File: src/rtl/x2z_row_feeder_if.sv
// x2z_row_feeder_if: stream-in and PE-row-out signals of the row feeder.
//   in_data/in_valid/in_ready : serial sample stream (valid/ready)
//   hold                      : stall request from the array
//   row_x/row_z               : mirrored sample pair driven to the PE row
//   row_sum_diff_sel          : 0 = sum phase, 1 = diff phase
//   row_load                  : first beat of a phase
//   row_valid                 : beat is meaningful
// slave = feeder side, master = source/array side.
interface x2z_row_feeder_if #(
  parameter int DATA_WIDTH = 8
);
  logic [DATA_WIDTH-1:0] in_data;
  logic                  in_valid;
  logic                  in_ready;
  logic                  hold;
  logic [DATA_WIDTH-1:0] row_x;
  logic [DATA_WIDTH-1:0] row_z;
  logic                  row_sum_diff_sel;
  logic                  row_load;
  logic                  row_valid;

  modport slave (
    input  in_data, in_valid, hold,
    output in_ready, row_x, row_z, row_sum_diff_sel, row_load, row_valid
  );

  modport master (
    output in_data, in_valid, hold,
    input  in_ready, row_x, row_z, row_sum_diff_sel, row_load, row_valid
  );
endinterface

File: src/rtl/x2z_row_feeder.sv
// x2z_row_feeder: transmit-side driver for one X2zPeRow link.
// Buffers N-sample blocks in two ping-pong banks and replays each block as
// N/2 mirrored (x, z) pairs, once in the sum phase and once in the diff phase.
// Ports:
//   clk   : rising-edge clock
//   rst_n : synchronous active-low reset
//   bus   : x2z_row_feeder_if.slave (sample stream in, PE row tx out)
//   busy  : a bank is full or an emission is in progress
module x2z_row_feeder #(
  parameter int DATA_WIDTH = 8,
  parameter int N          = 8
) (
  input  logic             clk,
  input  logic             rst_n,
  x2z_row_feeder_if.slave  bus,
  output logic             busy
);
  localparam int CW = $clog2(N);
  localparam int KW = (N > 2) ? $clog2(N/2) : 1;
  localparam logic [CW-1:0] CLAST = CW'(N-1);
  localparam logic [KW-1:0] KLAST = KW'(N/2-1);

  typedef enum logic [1:0] {IDLE, SUM, DIFF} state_t;

  logic [DATA_WIDTH-1:0] mem [2][N];
  logic                  wr_bank, rd_bank;
  logic [CW-1:0]         wr_cnt;
  logic [1:0]            full;
  state_t                state_q, state_d, eff;
  logic [KW-1:0]         k_q, k_d, keff, beat_k;
  logic                  wr_fire, wr_done, beat, beat_diff, rd_clr;
  logic [CW-1:0]         xidx, zidx;

  assign bus.in_ready = rst_n & ~full[wr_bank];
  assign wr_fire      = bus.in_valid & bus.in_ready;
  assign wr_done      = wr_fire & (wr_cnt == CLAST);
  assign busy         = (|full) | (state_q != IDLE);

  // IDLE with a full read bank behaves as SUM at k=0 in the same cycle, so
  // the first beat is registered on the edge that leaves IDLE.
  always_comb begin
    eff       = state_q;
    keff      = k_q;
    beat      = 1'b0;
    beat_diff = 1'b0;
    rd_clr    = 1'b0;
    if (state_q == IDLE && full[rd_bank]) begin
      eff  = SUM;
      keff = '0;
    end
    state_d = eff;
    k_d     = keff;
    beat_k  = keff;
    if (!bus.hold && eff != IDLE) begin
      beat      = 1'b1;
      beat_diff = (eff == DIFF);
      if (keff != KLAST) begin
        k_d = keff + 1'b1;
      end else begin
        k_d = '0;
        if (eff == SUM) begin
          state_d = DIFF;
        end else begin
          rd_clr  = 1'b1;
          // other bank already full: chain straight into its sum phase
          state_d = full[~rd_bank] ? SUM : IDLE;
        end
      end
    end
  end

  assign xidx = CW'(beat_k);
  assign zidx = CLAST - CW'(beat_k);

  always_ff @(posedge clk) begin
    if (wr_fire) mem[wr_bank][wr_cnt] <= bus.in_data;
  end

  always_ff @(posedge clk) begin
    if (!rst_n) begin
      state_q              <= IDLE;
      k_q                  <= '0;
      wr_bank              <= 1'b0;
      rd_bank              <= 1'b0;
      wr_cnt               <= '0;
      full                 <= 2'b00;
      bus.row_x            <= '0;
      bus.row_z            <= '0;
      bus.row_sum_diff_sel <= 1'b0;
      bus.row_load         <= 1'b0;
      bus.row_valid        <= 1'b0;
    end else begin
      state_q <= state_d;
      k_q     <= k_d;
      if (wr_fire) begin
        if (wr_done) begin
          wr_cnt  <= '0;
          wr_bank <= ~wr_bank;
        end else begin
          wr_cnt  <= wr_cnt + 1'b1;
        end
      end
      // set and clear never hit the same bank
      if (wr_done) full[wr_bank] <= 1'b1;
      if (rd_clr) begin
        full[rd_bank] <= 1'b0;
        rd_bank       <= ~rd_bank;
      end
      bus.row_valid <= beat;
      bus.row_load  <= beat & (beat_k == '0);
      if (beat) begin
        bus.row_x            <= mem[rd_bank][xidx];
        bus.row_z            <= mem[rd_bank][zidx];
        bus.row_sum_diff_sel <= beat_diff;
      end
    end
  end
endmodule

File: src/flat_wrapper.sv
// flat-port wrapper written by rule: the top's interface ports become plain ports
module x2z_row_feeder_flat 
#(
  parameter int DATA_WIDTH = 8,
  parameter int N          = 8
)
  (clk, rst_n, busy, bus_in_data, bus_in_valid, bus_hold, bus_in_ready, bus_row_x, bus_row_z, bus_row_sum_diff_sel, bus_row_load, bus_row_valid);
  x2z_row_feeder_if #(.DATA_WIDTH(DATA_WIDTH)) bus_i ();
  input  logic clk;
  input  logic rst_n;
  output logic busy;
  input wire logic [$bits(bus_i.in_data)-1:0] bus_in_data;
  input wire logic [$bits(bus_i.in_valid)-1:0] bus_in_valid;
  input wire logic [$bits(bus_i.hold)-1:0] bus_hold;
  output wire logic [$bits(bus_i.in_ready)-1:0] bus_in_ready;
  output wire logic [$bits(bus_i.row_x)-1:0] bus_row_x;
  output wire logic [$bits(bus_i.row_z)-1:0] bus_row_z;
  output wire logic [$bits(bus_i.row_sum_diff_sel)-1:0] bus_row_sum_diff_sel;
  output wire logic [$bits(bus_i.row_load)-1:0] bus_row_load;
  output wire logic [$bits(bus_i.row_valid)-1:0] bus_row_valid;
  assign bus_i.in_data = bus_in_data;
  assign bus_i.in_valid = bus_in_valid;
  assign bus_i.hold = bus_hold;
  assign bus_in_ready = bus_i.in_ready;
  assign bus_row_x = bus_i.row_x;
  assign bus_row_z = bus_i.row_z;
  assign bus_row_sum_diff_sel = bus_i.row_sum_diff_sel;
  assign bus_row_load = bus_i.row_load;
  assign bus_row_valid = bus_i.row_valid;
  x2z_row_feeder #(.DATA_WIDTH(DATA_WIDTH), .N(N)) u_core (.clk(clk), .rst_n(rst_n), .bus(bus_i), .busy(busy));
endmodule
File: config.mk
export PLATFORM = sky130hd
export DESIGN_NAME = x2z_row_feeder_flat
export DESIGN_NICKNAME = d
export VERILOG_FILES = /design/src/rtl/x2z_row_feeder_if.sv /design/src/rtl/x2z_row_feeder.sv /design/src/flat_wrapper.sv
export SDC_FILE = /design/constraint.sdc
export NUM_CORES = 1
export LEC_CHECK = 0
export ABC_AREA = 1
export CORE_MARGIN = 5
export CORE_UTILIZATION = 60
export DETAILED_ROUTE_END_ITERATION = 12
export PLACE_DENSITY = 0.79
export SYNTH_ARGS = -nofsm -noshare
export SYNTH_HDL_FRONTEND = slang
export SYNTH_SLANG_ARGS = --single-unit
File: constraint.sdc
create_clock -name clk -period 2.5 [get_ports clk]
set_clock_uncertainty 0.05 [all_clocks]
set_input_delay 0.5 -clock clk [delete_from_list [all_inputs] [get_ports clk]]
set_output_delay 0.5 -clock clk [all_outputs]
set_load 0.02 [all_outputs]
==> run_results.csv, run 1 <==
group,metric,value,unit
yosys,yosys_warnings,0,
yosys,seq_area_frac_synth,66.3,%
global_route,antenna_found_initial,0,
job,cap_violations,0,
setup_path,rr_worst_depth,9,
cts,cts_sinks,159,
setup_path,rr_startpoint,"u_core.full[1]$_SDFF_PN0_",
cts,cts_tree,"done",
place,routabilityCongestion,0.855,
sta,final_max_slew_viol_count,0,
setup_path,critPathTopFamily,"buffers and inverters",
hold_path,hp-start,"u_core.bus.row_sum_diff_sel$_SDFFE_PN0N_",
routing,vias,4744,
global_route,grt_pass1_vias,4521,
layout,final_area,0.00788,mm^2
global_route,gr-usage-met2,35.2,%
routing,wl_per_cell,17.4,um
layout,multi_input_area,0.00177,mm^2
setup_path,critPathBufInv,2,
routing,drc,0,
setup_path,end_kind,"output pin",
yosys,synthCells,643,
sta,finalCritPeriodShare,94.3,%
die,rows,38,
die,core_area,0.0109,mm^2
cts,cts_resized,0,
die,dieArea,0.0134,mm^2
sta,setup_violations,0,
global_route,grtUsageTotal,24.0,%
global_route,grt_pass1_wl,23800,um
setup_path,crit_top_cell,"clkdlybuf4s50_1",
die,die_h,116,um
layout,layout_common_cells,"nand2_1 (134), edfxtp_1 (128), nand3_1 (82)",
die,start_util,61.5,%
sta,rsz0062_at_grt,"false",
global_route,grt_max_degree,51,
setup_path,critPathKind,"input port to output pin",
routing,vias_per_cell,5.54,
layout,n_fill_cell,730,
yosys,synth_fp_nets,659,
yosys,syn_avg_cell_area,10.5,um^2
global_route,use_met3,7.26,%
power,power_leakage,0.00305,uW
sta,period_needed,2360,ps
yosys,syn_area,0.00673,mm^2
setup_path,required,1950,ps
cts,cts_setup_buffers,0,
place,io_buffer_count,32,
hold_path,min_delay_worst_endpoint,"u_core.bus.row_sum_diff_sel$_SDFFE_PN0N_",
routing,postRouteAntennaNets,0,
power,power.total,5200,uW
setup_path,cp_slowest_cell,"clkdlybuf4s50_1",
die,ios,33,
die,die_x,116,um
cts,htree_levels,4,
global_route,gr-usage-met1,34.7,%
routing,first_iter_violations,683,
power,power_density,660,mW/mm^2
cts,clkLatencyLatePin,420,ps
setup_path,max_stage_delay,620,ps
layout,drive_above_1_share,12.4,%
setup_path,critPathArrivalTime,1810,ps
cts,cts-root-buf,"clkbuf_16",
setup_path,path_max_fanout,2,
setup_path,reg2reg_slack,340,ps
cts,cts_buffers,17,
global_route,grt_overflow,0,
layout,regArea,0.00447,mm^2
hold_path,hp-class,"register to register",
layout,area_growth,17.0,%
sta,setup_tns,0,ps
layout,num_antenna_cells,0,
sta,fmax,0.424,GHz
layout,fin_nets,719,
status,outcome,"finished clean",
yosys,ys_ff_latch,159,
sta,worstMarginPinSlew,354,ps
layout,final_common_cell,"nand2_1",
routing,drt_wl_total,14900,um
sta,hold_violations,0,
yosys,synth.distinct_cells,25,
cts,clkTransAtPathRegs,60,ps
sta,relSlewSlack,76.2,%
power,peakVddDrop,0.534,mV
hold_path,whs_path_depth,2,
setup_path,worstSetupStartpointType,"input port",
cts,clk_path_buf_depth,2,
cts,holdBufCountCts,0,
global_route,grt.busiest_layer,"met2",
setup_path,path_cells,"clkdlybuf4s50_1 -> nand2_1 -> a21oi_2 -> clkdlybuf4s50_1",
routing,first_pass_iters,6,
sta,holdWs,412,ps
place,placedInstanceArea,0.00737,mm^2
place,dp_hpwl,9570,um
-- Yosys cell counts --
cell      count  area share, %
a21boi_0     24            2.7
nor3_1        3           0.22
buf_4         8           0.89
a21oi_1      28            2.1
nand3b_1      2           0.22
nand3_2       1           0.15
nor2_1       38            2.1
ha_1          4           0.74
nand2_1     134            7.5
nand2_2       2           0.19
inv_1        80            4.5
edfxtp_1    128             57
nand2_4       2           0.33
nand3_1      82            6.1
or2_2         8           0.74
nor2_2        2           0.19
nand3_4       1           0.26
inv_2         3           0.17
clkbuf_1     13           0.73
buf_6         2           0.33
a21oi_2       1           0.13
inv_4         2           0.19
buf_2         8           0.59
dfxtp_1      31            9.2
o21ai_0      36            2.7
-- flip-flops by register name (all words and copies together), names as in the netlist, named ones only --
name / cells
u_core.bus.row_sum_diff_sel: 1
u_core.k_q: 2
u_core.state_q: 2
u_core.rd_bank: 1
u_core.mem: 128
u_core.wr_cnt: 3
u_core.wr_bank: 1
u_core.full: 2
u_core.bus.row_z: 8
u_core.bus.row_x: 8
u_core.bus.row_load: 1
u_core.bus.row_valid: 1
-- worst register-to-register path, cell delays in order, from the launching register on --
cell and delay (ps):
dfxtp_1 310, inv_1 120, nand2_1 120, nand3_4 150, nand2_4 170, inv_4 220
ha_1 210, nand3_1 210, o21ai_0 380, a21oi_1 80
-- layer usage --
metal,routed length [um],vias up
met5,0,-
li1,-,2262
met4,255,0
met2,6770,266
met3,1560,23
met1,6330,2193
-- kinds of logic (layout without fill, tap and decap cells) --
group,Yosys count,after routing,share of synthesized area [%]
AOI/OAI and AO/OA,89,89,7.57
DFF,159,159,66.3
and+or+nand+nor,275,275,18.0
buffers and inverters,116,189,7.36
adders and majority gates,4,4,0.744
-- how the worst max path moves through the flow --
| stage | from | endpoint | slack [ps] | cells after the start |
|---|---|---|---|---|
| finish | rst_n | bus_in_ready | 140 | 4 |
| global route | rst_n | bus_in_ready | 110 | 4 |
| CTS | rst_n | bus_in_ready | 150 | 4 |
| detailed placement | rst_n | bus_in_ready | 150 | 4 |
| global placement | rst_n | bus_in_ready | 170 | 4 |
| floorplan | rst_n | u_core.mem[1][10]$_DFFE_PP_ | 420 | 6 |
-- area by class of cell --
class	instances	share of cell area (%)
sequential	159	56.7
multi-input combinational	368	22.5
timing repair buffer	72	8.04
clock buffer	20	5.54
inverter	85	4.11
tap	140	2.22
clock inverter	12	0.921
-- per-stage QoR --
step,setup slack (ps),instances,utilization (%)
2_1_floorplan,416,643,-
3_3_place_gp,171,824,67.4
3_5_place_dp,150,824,67.4
4_1_cts,148,856,72.0
5_1_grt,111,856,72.0
6_report,143,856,72.0
-- power breakdown --
group | switching [uW] | total (uW) | internal (uW)
Sequential | 4.89 | 2870 | 2870
Combinational | 77.9 | 119 | 41.0
Clock | 959 | 2210 | 1250
Total | 1040 | 5200 | 4160
(Power assumes the default switching activity.)
==> inputs of run 2 (changes only) <==
--- a/config.mk
+++ b/config.mk
@@ -7,9 +7,8 @@
 export LEC_CHECK = 0
 export ABC_AREA = 1
 export CORE_MARGIN = 5
-export CORE_UTILIZATION = 60
+export CORE_UTILIZATION = 45
 export DETAILED_ROUTE_END_ITERATION = 12
-export PLACE_DENSITY = 0.79
 export SYNTH_ARGS = -nofsm -noshare
 export SYNTH_HDL_FRONTEND = slang
 export SYNTH_SLANG_ARGS = --single-unit
==> run 2 against run 1 <==
  * Die area up 30%
  * Global-route usage is 5.9 points lower
  * Sequential power barely moved
  * Sequential cell count did not move
  * Routed wire length rose by 1.9%
  * Final area up 1.5%
  * Sequential share of layout area down 0.83 points
  * Combinational power is essentially flat
  * Total power rose by 8.4%
  * Cell count rose by 4.6%
  * Non-clock buffer count down 4
  * Via count shrank 3.2%
==> run_results.csv, run 2 (synthesized netlist as in run 1, its figures left out) <==
group,metric,value,unit
sta,rsz0062_at_grt,"false",
cts,clk_path_buf_depth,2,
place,placedInstanceArea,0.00739,mm^2
routing,first_pass_iters,5,
sta,hold_violations,0,
cts,cts_setup_buffers,0,
setup_path,end_kind,"output pin",
sta,setup_tns,0,ps
cts,holdBufCountCts,0,
global_route,grt_pass1_vias,4378,
layout,n_fill_cell,1246,
die,start_util,46.1,%
sta,fmax,0.424,GHz
sta,final_max_slew_viol_count,0,
setup_path,path_max_fanout,2,
die,core_area,0.0146,mm^2
global_route,grtUsageTotal,18.0,%
job,cap_violations,0,
power,p_switching,1070,uW
routing,drt_wl_total,15200,um
layout,drive_above_1_share,12.0,%
hold_path,hp-class,"register to register",
cts,clkLatencyLatePin,420,ps
sta,setup_violations,0,
die,rows,44,
power,intPower,4570,uW
power,seqPwrFrac,50.9,%
setup_path,reg2reg_slack,470,ps
place,dp_hpwl,10000,um
cts,cts-root-buf,"clkbuf_16",
place,routabilityCongestion,0.943,
power,power.total,5640,uW
cts,cts_sinks,159,
layout,largestRegisters,"u_core.mem: 128 flops, u_core.bus.row_x: 8 flops, u_core.bus.row_z: 8 flops",
layout,final_area,0.00800,mm^2
sta,finalCritPeriodShare,94.3,%
cts,cts_tree,"done",
power,peakVddDrop,0.486,mV
status,outcome,"finished clean",
cts,clkTransAtPathRegs,60,ps
sta,worstMarginPinSlew,379,ps
routing,vias,4592,
layout,fin_nets,715,
layout,top_register,"u_core.mem",
die,die_h,132,um
die,die_x,132,um
power,p_clk_share,46.9,%
cts,cts_buffers,17,
power,swShare,19.0,%
global_route,grt_pass1_wl,24200,um
routing,first_iter_violations,361,
global_route,grt_max_degree,95,
global_route,grt_overflow,0,
setup_path,critPathKind,"input port to output pin",
sta,period_needed,2360,ps
sta,relSlewSlack,74.7,%
die,ios,33,
layout,area_growth,18.8,%
setup_path,required,1950,ps
sta,holdWs,423,ps
place,io_buffer_count,32,
power,power_leakage,0.00306,uW
power,power_density,705,mW/mm^2
setup_path,rr_worst_depth,9,
power,p_comb_share,2.1,%
setup_path,critPathArrivalTime,1810,ps
hold_path,whs_path_depth,2,
routing,postRouteAntennaNets,0,
cts,htree_levels,4,
routing,wl_per_cell,17.0,um
layout,num_antenna_cells,0,
routing,drc,0,
cts,cts_resized,0,
die,dieArea,0.0175,mm^2
setup_path,worstSetupStartpointType,"input port",
routing,vias_per_cell,5.13,
layout,largest_reg_flops,128,
layout,final_common_cell,"nand2_1",
global_route,antenna_found_initial,0,
layout,layout_common_cells,"nand2_1 (134), edfxtp_1 (128), nand3_1 (82)",
==> run 2: metrics by stage <==
step | utilization [%] | setup WS [ps] | cells
final | 54.8 | 143 | 895
after global routing | 54.8 | 83.7 | 895
after CTS | 54.8 | 144 | 895
after detailed placement | 50.7 | 107 | 864
after global placement | 50.7 | 105 | 864
after floorplan | - | 416 | 643
==> run 2: final timing paths <==
kind,from,to
max,rst_n,bus_in_ready
min,u_core.bus.row_sum_diff_sel$_SDFFE_PN0N_,u_core.bus.row_sum_diff_sel$_SDFFE_PN0N_
max reg2reg,u_core.full[1]$_SDFF_PN0_,register
min reg2reg,u_core.bus.row_sum_diff_sel$_SDFFE_PN0N_,u_core.bus.row_sum_diff_sel$_SDFFE_PN0N_
==> run 2: layer usage <==
metal	GRT usage (%)	vias to the layer above	wire (um)
li1	-	2262	-
met1	25.4	2151	7170
met2	26.6	158	6770
met3	5.19	21	998
met4	6.84	0	272
met5	0	-	0
==> run 2: power groups by stage <==
stage / Sequential [uW] / Clock [uW] / Combinational (uW)
floorplan: 2930 / 0 / 31.5
global placement: 2930 / 0 / 122
detailed placement: 2930 / 0 / 124
CTS: 2870 / 2680 / 124
global route: 2870 / 2800 / 133
finish: 2870 / 2650 / 121
==> run 2: area by class of cell <==
| class | count | area, um^2 | area share [%] |
|---|---|---|---|
| clock buffers | 20 | 437 | 5.46 |
| inverters | 85 | 324 | 4.05 |
| multi-input cells | 368 | 1770 | 22.1 |
| repair buffers | 68 | 603 | 7.54 |
| clock inverters | 11 | 165 | 2.07 |
| flip-flops and latches | 159 | 4470 | 55.9 |
| well taps | 184 | 230 | 2.88 |
==> run 2: critical path, cell delays in order <==
cell,delay (ps)
clkdlybuf4s50_1,480
nand2_1,70
a21oi_2,140
clkdlybuf4s50_1,620
==> inputs of run 3 (changes only) <==
--- a/config.mk
+++ b/config.mk
@@ -6,9 +6,11 @@
 export NUM_CORES = 1
 export LEC_CHECK = 0
 export ABC_AREA = 1
+export ABC_CLOCK_PERIOD_IN_PS = 2500
 export CORE_MARGIN = 5
 export CORE_UTILIZATION = 45
 export DETAILED_ROUTE_END_ITERATION = 12
+export HOLD_SLACK_MARGIN = 0.1
 export SYNTH_ARGS = -nofsm -noshare
 export SYNTH_HDL_FRONTEND = slang
 export SYNTH_SLANG_ARGS = --single-unit
==> results of run 3 <==
The final DEF is identical to that of run 2; final timing and power are the same.
==> patch 1: new RTL, flow settings as in run 1 <==
Reset style: asynchronous (`rst_n`), changed in one clocked block. Comments in the files are not updated.
--- a/src/rtl/x2z_row_feeder.sv
+++ b/src/rtl/x2z_row_feeder.sv
@@ -76,7 +76,7 @@
     if (wr_fire) mem[wr_bank][wr_cnt] <= bus.in_data;
   end
 
-  always_ff @(posedge clk) begin
+  always_ff @(posedge clk or negedge rst_n) begin
     if (!rst_n) begin
       state_q              <= IDLE;
       k_q                  <= '0;
Function: differs if rst_n is asserted again (counterexample within 10 cycles, from zero or initial values and one cycle with rst_n low); with rst_n held inactive, the same outputs for 10 cycles.
==> patch 1 against run 1 <==
- worst setup slack worse by 39 ps
- cell count is 4.8% lower
- wire length is 3.6% higher
- maximum frequency is 1.6% lower
- sequential cell count is 1 lower
- first-iteration DRC count is 3.8% lower
- area after synthesis is 0.91% lower
- synthesized cell count is 5.4% lower
- worst hold slack worse by 57 ps
- cell area is 0.37% lower
- die area is 0.84% lower
- global-route usage is 1.1 points higher
Power is not compared: it rests on default switching activity, and its combinational part moved more than twofold at a synthesized area within 25%.
==> patch 1: results (changes against run 1) <==
GRT
  • Met2 Track Usage GR: 0.405 (+0.0526)
  • Met1 global-route usage: 0.330 (-0.0173)
  • Global-route usage over all layers: 0.251 (+0.0111)
  • Number of global-route vias before repair: 4754 (+5.2%)
  • First-pass GRT wire length: 24600 µm (+3.6%)
  • Met3 Use GR: 0.0695 (-0.00313)
  • Maximum number of pins on one net before global-route repair: 66 (+29%)

Yosys
  • Most frequently used flop master after synthesis: edfxtp_1
  • Register bit count reported by yosys: 158 (-0.63%)
  • Fraction of registers with async set/reset: 0.190 (+0.190)
  • Number of distinct library cells after synthesis: 23 (-8.0%)
  • Top cells by area, synth: edfxtp_1 58%, dfrtp_1 11%, nand2_1 10%, nand3_1 5.3%, a21boi_0 3.4%
  • Synth Warn #: 0 (unchanged)
  • Commonest cells in the synthesized netlist: 182 x nand2_1, 128 x edfxtp_1, 70 x nand3_1, 48 x inv_1, 36 x o21ai_0
  • Syn avg cell area: 11.0 µm² (+4.8%)
  • Portion of the post-synthesis area used by sequential elements: 0.689 (+0.0256)
  • Post-Syn Nets: 624 (-5.3%)
  • Post-Synthesis Cells: 608 (-5.4%)

Outcome
  • Run status: complete, no violations

Power and ir drop
  • Switching power: around 3.3 mW
  • Clock-net power: roughly 2.6 mW
  • Sequential fraction of design power: 0.369

Placed design
  • Weighted congestion reported at the end of routability-driven placement: 0.899 (+5.1%)
  • Standard cell area after detailed placement: 0.00726 mm² (-1.5%)
  • Detailed Place HPWL: 10200 µm (+6.3%)
  • # placed instances: 784 (-4.9%)
  • Post-placement setup slack: 11.6 ps (-138 ps)

Min path
  • Class of the tightest hold or removal check: primary input to async pin

Routing
  • Detailed Route Iter0 Violations: 657 (-3.8%)
  • WL met3: 1580 µm (+1.0%)
  • Post-detailed-route wirelength per cell: 19.0 µm (+8.8%)
  • Met1 Routed Length: 6000 µm (-5.2%)
  • DR WL met2: 7430 µm (+9.7%)
  • Avg Vias per Cell: 5.75 (+3.7%)

Timing
  • Pin slew with the least headroom to its limit: 543 ps (+189 ps)

Final layout
  • Proportion of final cell area spent on non-clock buffers: 0.0736 (-0.00672)
  • Number of non-clock buffers: 66 (-8.3%)
  • Footprint of the flip-flops and latches: 0.00460 mm² (+2.9%)
  • Post-layout instance count excluding filler cells: 815 (-4.8%)
  • Number of non-clock inverters in the layout: 52 (-39%)
  • Post-layout net count: 679 (-5.6%)
  • Layout Cell Area excl Fill: 0.00785 mm² (-0.37%)
  • Number of filler cells placed in the layout: 709 (-2.9%)
  • CLK BUF: 18 (-10%)
  • Fraction of area in multi-input gates: 0.218 (-0.00635)
  • Fraction of final layout cells sized beyond drive strength 1: 0.107 (-0.0176)
  • Layout clock area frac: 0.0749 (+0.0103)

Setup path
  • Critical path's largest stage delay: 560 ps (-60 ps)
  • CP max FO: 3 (+1)
  • Data arrival time of the critical path: 1850 ps (+40 ps)

Clocking
  • Clock Root Buffer: clkbuf_8
  • Post-CTS setup-driven buffer insertion count: 0 (unchanged)
  • Clock latency reported for the late side of the worst-skew pair: 520 ps (+100 ps)
-- patch 1: path summary, 6_finish.rpt --
kind	startpoint	end	slack [ps]	cells after the start
max in group asynchronous	rst_n	u_core.rd_bank	1740	2
max reg2reg	u_core.rd_bank	u_core.state_q[0]	210	10
min	rst_n	u_core.bus.row_x[7]	350	2
min in group clk	u_core.bus.row_z[3]	u_core.bus.row_z[3]	430	2
max	u_core.state_q[1]	busy	100	3
min reg2reg	u_core.bus.row_z[3]	u_core.bus.row_z[3]	430	2
-- patch 1: kinds of logic after synthesis --
| logic type | after synthesis | synth area share |
|---|---|---|
| adders and majority gates | 4 | 0.00750 |
| DFF | 158 | 0.689 |
| xor gates and xnor gates | 2 | 0.00263 |
| AOI/OAI and AO/OA | 71 | 0.0649 |
| buffers and inverters | 82 | 0.0540 |
| and+or+nand+nor | 291 | 0.182 |
==> patch 2: new RTL, flow settings as in run 1 <==
Without the edit above. `N` is set to 8 in 2 places; all go to 16.
--- a/src/rtl/x2z_row_feeder.sv
+++ b/src/rtl/x2z_row_feeder.sv
@@ -8,7 +8,7 @@
 //   busy  : a bank is full or an emission is in progress
 module x2z_row_feeder #(
   parameter int DATA_WIDTH = 8,
-  parameter int N          = 8
+  parameter int N          = 16
 ) (
   input  logic             clk,
   input  logic             rst_n,
--- a/src/flat_wrapper.sv
+++ b/src/flat_wrapper.sv
@@ -2,7 +2,7 @@
 module x2z_row_feeder_flat 
 #(
   parameter int DATA_WIDTH = 8,
-  parameter int N          = 8
+  parameter int N          = 16
 )
   (clk, rst_n, busy, bus_in_data, bus_in_valid, bus_hold, bus_in_ready, bus_row_x, bus_row_z, bus_row_sum_diff_sel, bus_row_load, bus_row_valid);
   x2z_row_feeder_if #(.DATA_WIDTH(DATA_WIDTH)) bus_i ();
Behaviour: not the same (Yosys sat finds a counterexample within 10 cycles, from zero or initial values and one cycle with rst_n low).
==> patch 2 against run 1 <==
- highest routed layer unchanged
- sequential cell count up 130
- non-clock buffer count grew 28
- sequential power is 84% higher
- die area rose by 75%
- combinational power rose by 61%
- count of clock-buffer cells in the layout is 21 higher
- total power is 79% higher
- area after synthesis up 83%
- wire length up 89%
- cell area grew 77%
- worst setup slack lost 31 ps
- worst hold slack improved by 2.1 ps
==> patch 2: results (changes against run 1) <==
Yosys
  • Fraction of registers with async set/reset: 0 (unchanged)
  • Area share of fa/ha/maj cells after synthesis: 0.00711 (-0.000328)
  • Post-Syn Nets: 1121 (+70%)
  • Commonest cells in the synthesized netlist: 256 x edfxtp_1, 242 x nand2_1, 160 x nand3_1, 67 x inv_1, 54 x o21ai_0
  • Number of distinct library cells after synthesis: 34 (+36%)
  • Number of synthesized flops with an enable pin: 256 (+100%)
  • Compound-Gate Fraction of Synth Area: 0.0669 (-0.00874)
  • Portion of the post-synthesis area used by sequential elements: 0.678 (+0.0142)
  • Xor and xnor area share after synthesis: 0.000711 (+0.000711)
  • Top cells by area, synth: edfxtp_1 62%, nand2_1 7.4%, nand3_1 6.5%, dfxtp_1 5.4%, o21ai_0 2.2%

Final layout
  • Fraction of final layout cells sized beyond drive strength 1: 0.132 (+0.00723)
  • Post-layout net count: 1186 (+65%)
  • Number of filler cells placed in the layout: 1392 (+91%)
  • Top flop regs: u_core.mem x256, u_core.bus.row_x x8, u_core.bus.row_z x8
  • Count of antenna diodes in the layout: 0 (unchanged)

Power and ir drop
  • Max IR drop VDD: 0.000621 V (+16%)
  • Leakage: 5.24 nW (+72%)

Placed design
  • Detailed Place HPWL: 17100 µm (+79%)
  • Weighted congestion reported at the end of routability-driven placement: 0.844 (-1.3%)

Clocking
  • Clock latency reported for the late side of the worst-skew pair: 540 ps (+120 ps)
  • CTS H-tree lvls: 1 (-3)
  • Total CTS buffers: 28 (+11)
  • Quantity of gates resized following cts: 0 (unchanged)
  • Clock Path Buffers: 3 (+1)

GRT
  • Global-route usage over all layers: 0.240 (+0.000436)
  • First-pass GRT wire length: 44200 µm (+86%)
  • Maximum number of pins on one net before global-route repair: 51 (unchanged)
  • Initial antenna violation count: 0 (unchanged)
  • Number of global-route vias before repair: 8307 (+84%)

Routing
  • Router iterations before antenna repair: 5 (-1)
  • Detailed Route Iter0 Violations: 952 (+39%)
  • Post-detailed-routing wire length: 28200 µm (+89%)
  • Avg Vias per Cell: 5.74 (+3.5%)

Timing
  • Pin slew with the least headroom to its limit: 644 ps (+291 ps)

Setup path
  • Data arrival time of the critical path: 1840 ps (+30 ps)
  • CP max FO: 2 (unchanged)

Outcome
  • Run status: complete, no violations
==> patch 2: power breakdown <==
group	total (mW)	switching [mW]	internal, mW
sequential	5.27	0.00584	5.26
clock	3.86	1.66	2.20
combinational	0.191	0.140	0.0514
total	9.32	1.81	7.51
==> patch 2: cell type report <==
class	instances	area share
flip-flops and latches	289	0.598
repair buffers	100	0.0604
clock buffers	41	0.0544
well taps	270	0.0242
multi-input cells	670	0.236
inverters	78	0.0211
clock inverters	8	0.00547
==> patch 2: per-stage QoR <==
stage	instance area [µm²]	utilization	worst slack [ps]	cells
finish	14000	0.690	111	1456
global route	14000	0.690	55.8	1456
CTS	14000	0.690	103	1456
detailed placement	13100	0.649	103	1407
global placement	13100	0.649	117	1407
floorplan	12300	-	243	1102
==> patch 2: routing by layer <==
layer / wire, µm / share of wire / up-vias / GRT usage
li1: - / - / 3932 / -
met1: 11200 / 0.40 / 3921 / 0.318
met2: 13500 / 0.48 / 419 / 0.397
met3: 2510 / 0.089 / 83 / 0.0481
met4: 1020 / 0.036 / 0 / 0.0899
met5: 0 / 0 / - / 0
==> patch 2: final timing paths <==
path / start / end / slack (ps) / cells after the start
worst min-delay path: u_core.bus.row_x[5] / u_core.bus.row_x[5] / 410 / 2
worst min register to register: u_core.bus.row_x[5] / u_core.bus.row_x[5] / 410 / 2
worst max-delay path: rst_n / bus_in_ready / 110 / 4
worst max register to register: flip-flop / u_core.bus.row_z[2] / 460 / 9
==> patch 2: worst max-delay path, cell delays in order <==
cell and delay (ps):
clkdlybuf4s50_1 480, nand2_1 90, a21oi_4 150, clkdlybuf4s50_1 630
==> patch 2: logic make-up (layout without fill, tap and decap cells) <==
kind of cell               Yosys count  after routing
DFF                                289            289
adders and majority gates            7              7
AOI/OAI and AO/OA                  141            141
and+or+nand+nor                    521            521
xor gates and xnor gates             1              1
buffers and inverters              143            227
